File: src/rtl/enc_8to3_seq.sv
// Registered 8-to-3 event encoder: captures event pulses into a pending register
// and emits one 3-bit code per valid/ready handshake. `define ENC_ROUND_ROBIN_EN for round-robin selection.
module enc_8to3_seq #(
  parameter int unsigned OVF_STICKY = 0
) (
  input  logic clk,
  input  logic rst,
  input  logic i0,
  input  logic i1,
  input  logic i2,
  input  logic i3,
  input  logic i4,
  input  logic i5,
  input  logic i6,
  input  logic i7,
  input  logic ready,
  output logic valid,
  output logic s0,
  output logic s1,
  output logic s2,
  output logic ovf,
  output logic pend_any
);

  typedef enum logic {IDLE, HOLD} state_t;

  state_t      state_q, state_d;
  logic [7:0]  pend_q, pend_d;
  logic [2:0]  code_q, code_d;
  logic        ovf_q, ovf_d;
  logic [7:0]  in_vec, cand, clr, cur_oh;
  logic [2:0]  sel;
  logic        load, lost;
`ifdef ENC_ROUND_ROBIN_EN
  logic [2:0]  rr_ptr_q, rr_ptr_d;
`endif

  assign in_vec = {i7, i6, i5, i4, i3, i2, i1, i0};
  assign cur_oh = 8'b1 << code_q;
  // In HOLD the code on the outputs is being retired, so its bit is not a candidate
  // even if a fresh event re-set it this cycle.
  assign cand   = (state_q == HOLD) ? (pend_q & ~cur_oh) : pend_q;

`ifdef ENC_ROUND_ROBIN_EN
  always_comb begin
    logic       found;
    logic [2:0] idx;
    sel   = '0;
    found = 1'b0;
    idx   = '0;
    for (int unsigned k = 1; k <= 8; k++) begin
      idx = rr_ptr_q + 3'(k);
      if (!found && cand[idx]) begin
        sel   = idx;
        found = 1'b1;
      end
    end
  end
`else
  always_comb begin
    sel = '0;
    for (int unsigned k = 0; k < 8; k++) begin
      if (cand[k]) sel = 3'(k);
    end
  end
`endif

  always_comb begin
    state_d = state_q;
    code_d  = code_q;
    load    = 1'b0;
    clr     = '0;
`ifdef ENC_ROUND_ROBIN_EN
    rr_ptr_d = rr_ptr_q;
`endif
    case (state_q)
      IDLE: if (|cand) load = 1'b1;
      HOLD: if (ready) begin
        if (|cand) load = 1'b1;
        else       state_d = IDLE;
      end
      default: state_d = IDLE;
    endcase
    if (load) begin
      state_d = HOLD;
      code_d  = sel;
      clr     = 8'b1 << sel;
`ifdef ENC_ROUND_ROBIN_EN
      rr_ptr_d = sel;
`endif
    end
    // Set beats clear: a new event on the index being loaded stays pending.
    pend_d = (pend_q & ~clr) | in_vec;
    lost   = |(in_vec & pend_q & ~clr);
    ovf_d  = (OVF_STICKY != 0) ? (ovf_q | lost) : lost;
  end

  always_ff @(posedge clk) begin
    if (rst) begin
      state_q <= IDLE;
      pend_q  <= '0;
      code_q  <= '0;
      ovf_q   <= 1'b0;
`ifdef ENC_ROUND_ROBIN_EN
      rr_ptr_q <= 3'd7;
`endif
    end else begin
      state_q <= state_d;
      pend_q  <= pend_d;
      code_q  <= code_d;
      ovf_q   <= ovf_d;
`ifdef ENC_ROUND_ROBIN_EN
      rr_ptr_q <= rr_ptr_d;
`endif
    end
  end

  assign valid    = (state_q == HOLD);
  assign s0       = code_q[2];
  assign s1       = code_q[1];
  assign s2       = code_q[0];
  assign ovf      = ovf_q;
  assign pend_any = |pend_q;

endmodule

File: config.mk
export PLATFORM = sky130hd
export DESIGN_NAME = enc_8to3_seq
export DESIGN_NICKNAME = d
export VERILOG_FILES = /design/src/rtl/enc_8to3_seq.sv
export SDC_FILE = /design/constraint.sdc
export NUM_CORES = 1
export LEC_CHECK = 0
export BUFFER_PORTS_ARGS = -buffer_cell sky130_fd_sc_hd__buf_4
export CORE_MARGIN = 3
export CORE_UTILIZATION = 52
export CTS_CLUSTER_SIZE = 25
export DETAILED_ROUTE_END_ITERATION = 8
export PLACE_DENSITY = 0.78
export REMOVE_ABC_BUFFERS = 1
export SLEW_MARGIN = 20
export SYNTH_ARGS = -nofsm -noshare
export SYNTH_HDL_FRONTEND = slang
export SYNTH_SLANG_ARGS = --single-unit
File: constraint.sdc
create_clock -name clk -period 2.6 [get_ports clk]
set_clock_uncertainty 0.1 [all_clocks]
set_input_delay 0.13 -clock clk [delete_from_list [all_inputs] [get_ports clk]]
set_output_delay 0.13 -clock clk [all_outputs]
set_load 0.05 [all_outputs]
==> flow_summary_export.csv, run 1 <==
group,metric,value,unit
status,status,"complete, no violations",
worst_hold_path,hold_start,"rst",
final_layout,area_growth,22.5,%
yosys,yosys.area_share.simple,27.9,%
sta,setup_viol_count_final,0,
floorplan,pin_count,17,
floorplan,fp-row-count,15,
critical_path,worstSetupStartpointType,"flip-flop",
critical_path,crit_start,"code_q[0]",
yosys,synth_area,990,um2
critical_path,crit_path_end_kind,"flip-flop",
sta,hold_violations,0,
detailed_routing,totalWireLength,2400,um
sta,slew_violations,0,
place,io_buffers,16,
detailed_routing,wire_per_inst,14.3,um
global_routing,grt-ovfl-total,0,
yosys,synth-edff-count,0,
power_and_ir_drop,leakagePower,0.000489,uW
final_layout,drive_gt1_share,19.6,%
sta,slew_headroom,67.3,%
place,gp_congestion,0.897,
final_layout,instances_no_fill,168,
clocking,clk_pin_slew_worst_paths,0.08,ns
floorplan,die_w,49.6,um
detailed_routing,viasPerCell,6.03,
critical_path,crit_buf_inv,0,
run,cap_violations,0,
yosys,synthArstFlopShare,0,%
clocking,cts_sinks,13,
sta,fmax,444,MHz
detailed_routing,ant_nets,0,
final_layout,fill_cells,147,
critical_path,worstPathMaxFanout,11,
detailed_routing,route.detailed.drc,0,
yosys,ys.flop_type,"dfxtp_1",
yosys,synth_xor_area_share,0,%
yosys,synthMuxAreaShare,6.19,%
critical_path,crit_required,2.66,ns
final_layout,seq_area,260,um2
global_routing,track_usage,21.2,%
global_routing,grt_pass1_wl,4050,um
final_layout,antennaDiodeCount,0,
floorplan,core_area,0.00176,mm2
final_layout,fin_nets,155,
yosys,synth-compound-area-share,33.8,%
place,dp_cells,156,
critical_path,reg2reg_from,"code_q[0]",
critical_path,crit_type,"flip-flop to flip-flop",
final_layout,multiInputGateArea,672,um2
sta,grt_setup_unrepaired,"no",
critical_path,crit_chain,"mux2_4 -> o22a_1 -> nor4_4 -> nand4_1 -> a32oi_1 -> a41oi_1",
critical_path,slowest_delay,0.59,ns
critical_path,path_delay_family,"compound AO/OA/AOI/OAI gates",
power_and_ir_drop,power_density,523,mW/mm2
yosys,yosys_warnings,0,
floorplan,start_util,56.1,%
clocking,root_buffer,"clkbuf_4",
global_routing,grt_antenna_before_repair,0,
clocking,htree_levels,1,
place,hpwl,1730,um
yosys,syn_area_per_cell,8.18,um2
sta,tightest_slew,0.477,ns
power_and_ir_drop,peakVddDrop,0.000326,V
floorplan,dieArea,0.00246,mm2
yosys,synthAdderAreaFrac,0,%
place,dpl_cell_area,0.00111,mm2
yosys,synth_seq_cells,13,
detailed_routing,drtIter0Drc,22,
final_layout,fin_area,0.00121,mm2
yosys,synth_top_family_by_area,"compound AO/OA/AOI/OAI gates",
global_routing,grt_max_degree,14,
clocking,cts_buffer_depth,2,
critical_path,crit_arrival,2.31,ns
yosys,yosysSeqAreaShare,26.3,%
worst_hold_path,min_path_type,"input port to flip-flop",
detailed_routing,drt_pass1_iterations,4,
sta,final.setup.tns,0,ns
sta,hold_ws,0.0127,ns
clocking,cts_tree,"yes",
yosys,synth.distinct_cells,48,
detailed_routing,vias,1013,
floorplan,die_h,49.6,um
clocking,numCtsBuffers,3,
clocking,insertion_delay,0.29,ns
sta,period_needed,2.25,ns
critical_path,cp_slowest_cell,"dfxtp_1",
global_routing,grt_pass1_vias,923,
sta,fin_crit_sh,86.6,%
yosys,netlist_instances,121,
[layout make-up]
| class | instances | share of cell area [%] |
|---|---|---|
| Clock buffer | 4 | 2.17 |
| Inverter | 6 | 1.86 |
| Multi-Input combinational cell | 96 | 55.4 |
| Sequential cell | 13 | 21.5 |
| Tap cell | 25 | 2.58 |
| Timing Repair Buffer | 24 | 16.5 |
[per-layer routing]
layer,up-vias,part of all wire [%],track usage [%]
met1,472,47,27.3
met2,28,47,33.5
met5,-,0,0
met4,0,2.1,12.0
met3,7,4.3,3.32
li1,506,-,-
[power breakdown]
part / internal [uW] / switching, uW / total [uW]
logic: 106 / 138 / 244
registers: 218 / 39.1 / 257
clock network: 59.7 / 72.0 / 132
total: 384 / 249 / 634
[placed cells by master (no fill, tap or decap), types with 3 or more instances in the layout]
cell | synthesis | final
buf_4 | 0 | 16
nor3_1 | 3 | 3
dlygate4sd3_1 | 0 | 8
a21oi_1 | 11 | 11
nand2_1 | 9 | 9
clkbuf_4 | 0 | 3
a22oi_1 | 3 | 3
nand3_1 | 4 | 4
inv_1 | 6 | 6
nor2_1 | 13 | 13
o211ai_1 | 3 | 3
nand4_1 | 3 | 3
o21ai_0 | 6 | 6
dfxtp_1 | 13 | 13
[worst reg2reg max path, stage by stage (launching register included)]
cell	delay, ns
dfxtp_1	0.59
mux2_4	0.36
o22a_1	0.22
nor4_4	0.34
nand4_1	0.13
a32oi_1	0.26
a41oi_1	0.14
[kinds of logic after synthesis]
kind of cell           Yosys count
AOI/OAI and AO/OA               43
buffers and inverters           12
DFF                             13
muxes                            5
and+or+nand+nor                 48
[flip-flops by register name, summed over array words and instances, names as in the netlist]
name / count
pend_q: 8
code_q: 3
valid: 1
ovf: 1
[Yosys cell counts, drive strengths merged, types with 2 or more instances]
| cell | instances | share of area (%) |
|---|---|---|
| dfxtp | 13 | 26 |
| nor2 | 13 | 4.9 |
| a21oi | 11 | 5.6 |
| nand2 | 9 | 3.4 |
| o21ai | 8 | 4.0 |
| inv | 6 | 2.3 |
| buf | 4 | 2.7 |
| nand3 | 4 | 2.0 |
| a22oi | 3 | 2.3 |
| mux2 | 3 | 4.2 |
| nand2b | 3 | 2.7 |
| nand4 | 3 | 1.9 |
| nor3 | 3 | 1.5 |
| o211ai | 3 | 2.3 |
| and2 | 2 | 1.3 |
| and3 | 2 | 1.4 |
| clkbuf | 2 | 0.88 |
| mux2i | 2 | 2.0 |
| nor3b | 2 | 1.5 |
| nor4 | 2 | 2.8 |
| o21a | 2 | 1.5 |
| o221ai | 2 | 1.8 |
| o22a | 2 | 2.7 |
[through the flow]
stage | util (%) | power [uW] | worst slack (ns)
final | 68.7 | 634 | 0.348
after global routing | 68.7 | 670 | 0.127
after CTS | 68.7 | 632 | 0.347
after detailed placement | 62.7 | 494 | 0.365
after global placement | 62.7 | 489 | 0.455
after floorplan | - | 428 | 0.287
[worst paths after layout]
path	to	slack, ns	cells past startpoint
max	ovf	0.35	6
min	pend_q[7]	0.01	2
max reg2reg	ovf	0.35	6
min reg2reg	pend_q[0]	0.47	2
[repair_timing]
item,in CTS,in global routing
hold buffers,8,0
buffers inserted,0,0
gates resized for setup,0,0
endpoints found under the hold margin,8,0
Note: power is estimated with default switching activity, not from simulation.
==> run 2: changes to the inputs <==
--- a/config.mk
+++ b/config.mk
@@ -7,10 +7,10 @@
 export LEC_CHECK = 0
 export BUFFER_PORTS_ARGS = -buffer_cell sky130_fd_sc_hd__buf_4
 export CORE_MARGIN = 3
-export CORE_UTILIZATION = 52
+export CORE_UTILIZATION = 54
 export CTS_CLUSTER_SIZE = 25
 export DETAILED_ROUTE_END_ITERATION = 8
-export PLACE_DENSITY = 0.78
+export PLACE_DENSITY = 0.8
 export REMOVE_ABC_BUFFERS = 1
 export SLEW_MARGIN = 20
 export SYNTH_ARGS = -nofsm -noshare
==> flow_summary_export.csv, run 2 (synthesized netlist as in run 1, its figures left out) <==
group,metric,value,unit
status,status,"complete, no violations",
final_layout,utilization,75.2,%
place,io_buffers,16,
clocking,cts_buffer_depth,2,
critical_path,crit_required,2.67,ns
floorplan,dieArea,0.00238,mm2
sta,final.setup.tns,0,ns
sta,period_needed,2.25,ns
critical_path,crit_type,"flip-flop to flip-flop",
place,hpwl,1800,um
final_layout,antennaDiodeCount,0,
clocking,ctsResizeCount,0,
place,gp_congestion,0.877,
critical_path,worstPathMaxFanout,10,
sta,fmax,445,MHz
detailed_routing,drtIter0Drc,30,
critical_path,crit_path_end_kind,"flip-flop",
detailed_routing,viasPerCell,6.08,
sta,setup_viol_count_final,0,
clocking,clk_pin_slew_worst_paths,0.09,ns
sta,hold_ws,0.00512,ns
clocking,insertion_delay,0.29,ns
final_layout,fill_cells,138,
final_layout,layout_common_cells,"buf_4 (16), nor2_1 (13), dfxtp_1 (13), a21oi_1 (11), nand2_1 (9)",
final_layout,layout_commonest_cell,"buf_4",
sta,slew_headroom,65.0,%
floorplan,core_area,0.00161,mm2
final_layout,regMostFlops,"pend_q",
global_routing,track_usage,22.9,%
clocking,cts_sinks,13,
final_layout,drive_gt1_share,20.3,%
clocking,htree_levels,1,
detailed_routing,route.detailed.drc,0,
global_routing,grt_max_degree,14,
clocking,root_buffer,"clkbuf_4",
clocking,numCtsBuffers,3,
power_and_ir_drop,switching_share,40.1,%
sta,grt_setup_unrepaired,"no",
global_routing,grt_pass1_wl,4370,um
detailed_routing,totalWireLength,2480,um
power_and_ir_drop,pwr-share-comb,38.4,%
global_routing,grt_antenna_before_repair,0,
worst_hold_path,min_path_type,"input port to flip-flop",
sta,slew_violations,0,
floorplan,fp-row-count,14,
critical_path,reg2reg_depth,6,
clocking,cts_tree,"yes",
floorplan,pin_count,17,
final_layout,reg_top3,"pend_q (8), code_q (3)",
power_and_ir_drop,pwr-share-clk,21.0,%
detailed_routing,wire_per_inst,14.8,um
final_layout,largest_reg_flops,8,
run,cap_violations,0,
critical_path,path_delay_family,"compound AO/OA/AOI/OAI gates",
final_layout,seq_area,260,um2
floorplan,die_w,48.8,um
critical_path,slowest_delay,0.49,ns
detailed_routing,ant_nets,0,
floorplan,start_util,61.4,%
critical_path,crit_buf_inv,0,
critical_path,worstSetupStartpointType,"flip-flop",
final_layout,area_growth,22.5,%
critical_path,crit_arrival,2.31,ns
sta,fin_crit_sh,86.4,%
detailed_routing,vias,1015,
power_and_ir_drop,power_density,525,mW/mm2
floorplan,die_h,48.8,um
critical_path,cp_slowest_cell,"dfxtp_1",
final_layout,fin_nets,155,
power_and_ir_drop,leakagePower,0.000492,uW
global_routing,grt-ovfl-total,0,
final_layout,multiInputGateArea,672,um2
critical_path,path_depth,6,
sta,hold_violations,0,
critical_path,crit_chain,"nand3b_1 -> mux2i_1 -> nand2_1 -> a32o_1 -> a32oi_1 -> a41oi_1",
global_routing,grt_pass1_vias,962,
sta,tightest_slew,0.510,ns
worst_hold_path,whs_path_depth,2,
detailed_routing,drt_pass1_iterations,4,
power_and_ir_drop,peakVddDrop,0.000428,V
power_and_ir_drop,p_sw,255,uW
power_and_ir_drop,seqPwrFrac,40.6,%
power_and_ir_drop,p_int,382,uW
[run 2: cell types whose count changed in the layout (fill, tap and decap cells not counted)]
cell / previous run / this run
clkbuf_1: 1 / 0
clkinv_2: 0 / 1
[run 2: through the flow]
stage                     cells  instance area (um2)  worst slack [ns]  total power (uW)
after floorplan             115                  955             0.287               428
after global placement      155                 1100             0.502               487
after detailed placement    155                 1100             0.361               494
after CTS                   167                 1210             0.352               635
after global routing        167                 1210             0.211               673
final                       167                 1210             0.354               637
[run 2: power by group through the flow]
| stage | clock network (uW) | registers, uW | logic [uW] |
|---|---|---|---|
| after global placement | 0 | 259 | 228 |
| final | 134 | 259 | 244 |
| after CTS | 136 | 257 | 242 |
| after global routing | 144 | 264 | 266 |
| after detailed placement | 0 | 262 | 232 |
| after floorplan | 0 | 284 | 144 |
[run 2: metal layers]
| layer | share of wire [%] | wire length [um] | track usage (%) |
|---|---|---|---|
| met4 | 1.7 | 41 | 6.16 |
| met2 | 48 | 1190 | 39.6 |
| met1 | 45 | 1110 | 27.5 |
| met5 | 0 | 0 | 0 |
| met3 | 5.6 | 139 | 6.73 |
[run 2: final timing paths]
kind	from	end	slack (ns)
min reg2reg	pend_q[0]	pend_q[0]	0.47
max	code_q[1]	ovf	0.35
max reg2reg	code_q[1]	ovf	0.35
min	rst	pend_q[7]	0.005
[run 2: area by class of cell]
type                            count  share of cell area, %
Multi-Input combinational cell     96                   55.4
Sequential cell                    13                   21.5
Timing Repair Buffer               24                   16.5
Tap cell                           24                   2.48
Clock buffer                        3                   1.86
Inverter                            6                   1.86
Clock inverter                      1                  0.413
[run 2: repair_timing]
| action | 4_1_cts | 5_1_grt |
|---|---|---|
| hold buffers | 8 | 0 |
| endpoints found under the hold margin | 8 | 0 |
| buffers inserted | 0 | 0 |
[run 2: worst register-to-register path: stages, from the launching register on]
cell and delay (ns):
dfxtp_1 0.49, nand3b_1 0.22, mux2i_1 0.49, nand2_1 0.20, a32o_1 0.31, a32oi_1 0.17
a41oi_1 0.13
==> run 3: changes to the inputs <==
--- a/config.mk
+++ b/config.mk
@@ -12,7 +12,6 @@
 export DETAILED_ROUTE_END_ITERATION = 8
 export PLACE_DENSITY = 0.8
 export REMOVE_ABC_BUFFERS = 1
-export SLEW_MARGIN = 20
 export SYNTH_ARGS = -nofsm -noshare
 export SYNTH_HDL_FRONTEND = slang
 export SYNTH_SLANG_ARGS = --single-unit
==> constraint.sdc (replaced) <==
create_clock -name clk -period 2.6 [get_ports clk]
set_clock_uncertainty 0.1 [all_clocks]
set_input_delay 0.65 -clock clk [delete_from_list [all_inputs] [get_ports clk]]
set_output_delay 0.65 -clock clk [all_outputs]
set_load 0.05 [all_outputs]
==> flow_summary_export.csv, run 3 (synthesized netlist as in run 1, its figures left out) <==
group,metric,value,unit
sta,slew_violations,0,
critical_path,crit_start,"code_q[1]",
final_layout,fin_area,0.00113,mm2
clocking,cts_sinks,13,
sta,slew_headroom,67.3,%
critical_path,reg2reg_to,"ovf",
clocking,ctsResizeCount,0,
clocking,holdBufCountCts,0,
critical_path,slowest_delay,0.54,ns
power_and_ir_drop,peakVddDrop,0.000386,V
final_layout,antennaDiodeCount,0,
critical_path,reg2reg_from,"code_q[1]",
critical_path,crit_path_end_kind,"flip-flop",
global_routing,track_usage,21.0,%
place,dp_slack,0.421,ns
clocking,clk_pin_slew_worst_paths,0.08,ns
clocking,numCtsBuffers,3,
detailed_routing,totalWireLength,2430,um
status,status,"complete, no violations",
power_and_ir_drop,power_density,557,mW/mm2
clocking,cts_tree,"yes",
worst_hold_path,min_path_type,"input port to flip-flop",
final_layout,regMostFlops,"pend_q",
critical_path,crit_chain,"nand3b_1 -> mux2i_1 -> nand2_1 -> a32o_1 -> a32oi_1 -> a41oi_1",
detailed_routing,ant_nets,0,
run,cap_violations,0,
place,io_buffers,16,
detailed_routing,drt_pass1_iterations,4,
sta,fin_crit_sh,84.9,%
place,dpl_cell_area,0.00110,mm2
global_routing,gr-usage-met3,6.42,%
clocking,cts_setup_buffers,0,
final_layout,reg_top3,"pend_q (8), code_q (3)",
final_layout,fin_nets,147,
critical_path,worstSetupStartpointType,"flip-flop",
critical_path,crit_arrival,2.28,ns
sta,fmax,453,MHz
place,gp_congestion,0.857,
detailed_routing,viasPerCell,6.19,
sta,tightest_slew,0.478,ns
critical_path,crit_required,2.68,ns
sta,fin_ws,0.392,ns
sta,final.setup.tns,0,ns
final_layout,layout_commonest_cell,"buf_4",
global_routing,grt_use_met2,36.7,%
global_routing,grt.met1_usage,24.2,%
worst_hold_path,whs_path_depth,3,
floorplan,die_w,48.8,um
sta,setup_viol_count_final,0,
critical_path,reg2reg_depth,6,
floorplan,fp-row-count,14,
power_and_ir_drop,leakagePower,0.000456,uW
sta,period_needed,2.21,ns
place,hpwl,1800,um
clocking,htree_levels,1,
critical_path,worstPathMaxFanout,10,
floorplan,dieArea,0.00238,mm2
critical_path,r2r_slack,0.39,ns
floorplan,pin_count,17,
final_layout,instances_no_fill,159,
final_layout,largest_reg_flops,8,
sta,grt_setup_unrepaired,"no",
detailed_routing,wire_per_inst,15.3,um
floorplan,die_h,48.8,um
sta,hold_violations,0,
detailed_routing,drtIter0Drc,26,
clocking,cts_buffer_depth,2,
place,dp_cells,155,
critical_path,crit_end,"ovf",
critical_path,cp_slowest_cell,"dfxtp_1",
global_routing,grt_pass1_wl,3890,um
critical_path,crit_type,"flip-flop to flip-flop",
final_layout,drive_gt1_share,20.7,%
clocking,insertion_delay,0.30,ns
detailed_routing,route.detailed.drc,0,
global_routing,grt-ovfl-total,0,
final_layout,layout_common_cells,"buf_4 (16), nor2_1 (13), dfxtp_1 (13), a21oi_1 (11), nand2_1 (9)",
detailed_routing,vias,984,
final_layout,area_growth,14.3,%
final_layout,fill_cells,141,
global_routing,grt_pass1_vias,905,
floorplan,start_util,61.4,%
global_routing,gr-max-usage-layer,"met2",
floorplan,core_area,0.00161,mm2
clocking,root_buffer,"clkbuf_4",
global_routing,grt_antenna_before_repair,0,
global_routing,grt_max_degree,14,
run 3: cell types whose count changed in the layout (fill, tap and decap cells not counted):
cell	delta
clkinv_2	-1
clkbuf_1	+1
dlygate4sd3_1	-8
run 3: per-layer routing:
layer  vias to the layer above  routed length [um]
met5                         -                   0
met2                        38                1200
met4                         0                  39
li1                        481                   -
met1                       458                1040
met3                         7                 162
run 3: how the worst min path moves through the flow:
stage,slack [ns],startpoint,to
2_1_floorplan,0.40,pend_q[3],pend_q[3]
3_3_place_gp,0.43,pend_q[3],pend_q[3]
3_5_place_dp,0.46,pend_q[0],pend_q[0]
4_1_cts,0.47,i1,pend_q[1]
5_1_grt,0.47,i5,pend_q[5]
6_report,0.46,i1,pend_q[1]
run 3: layout make-up:
class	count	area, um2	area share [%]
multi-input combinational	96	672	59.4
sequential	13	260	23.0
timing repair buffer	16	120	10.6
tap	24	30.0	2.65
clock buffer	4	26.3	2.32
inverter	6	22.5	1.99
run 3: critical path: cells and delay by family (launching register included):
kind / cells / cell delay, ns
mux: 1 / 0.47
simple gates: 2 / 0.41
flops: 1 / 0.54
compound gates: 3 / 0.56
run 3: where the power goes:
part           switching [uW]  leakage, uW  internal, uW
Clock                    76.6    0.0000150          60.0
Sequential               41.4     0.000109           218
Combinational             136     0.000332          98.2
Total                     253     0.000456           377
run 3: stage by stage:
stage | hold WS, ns | power [uW] | utilization, %
2_1_floorplan | 0.400 | 428 | -
5_1_grt | 0.473 | 659 | 70.2
3_3_place_gp | 0.432 | 488 | 68.6
6_report | 0.462 | 630 | 70.2
4_1_cts | 0.473 | 626 | 70.2
3_5_place_dp | 0.463 | 495 | 68.6
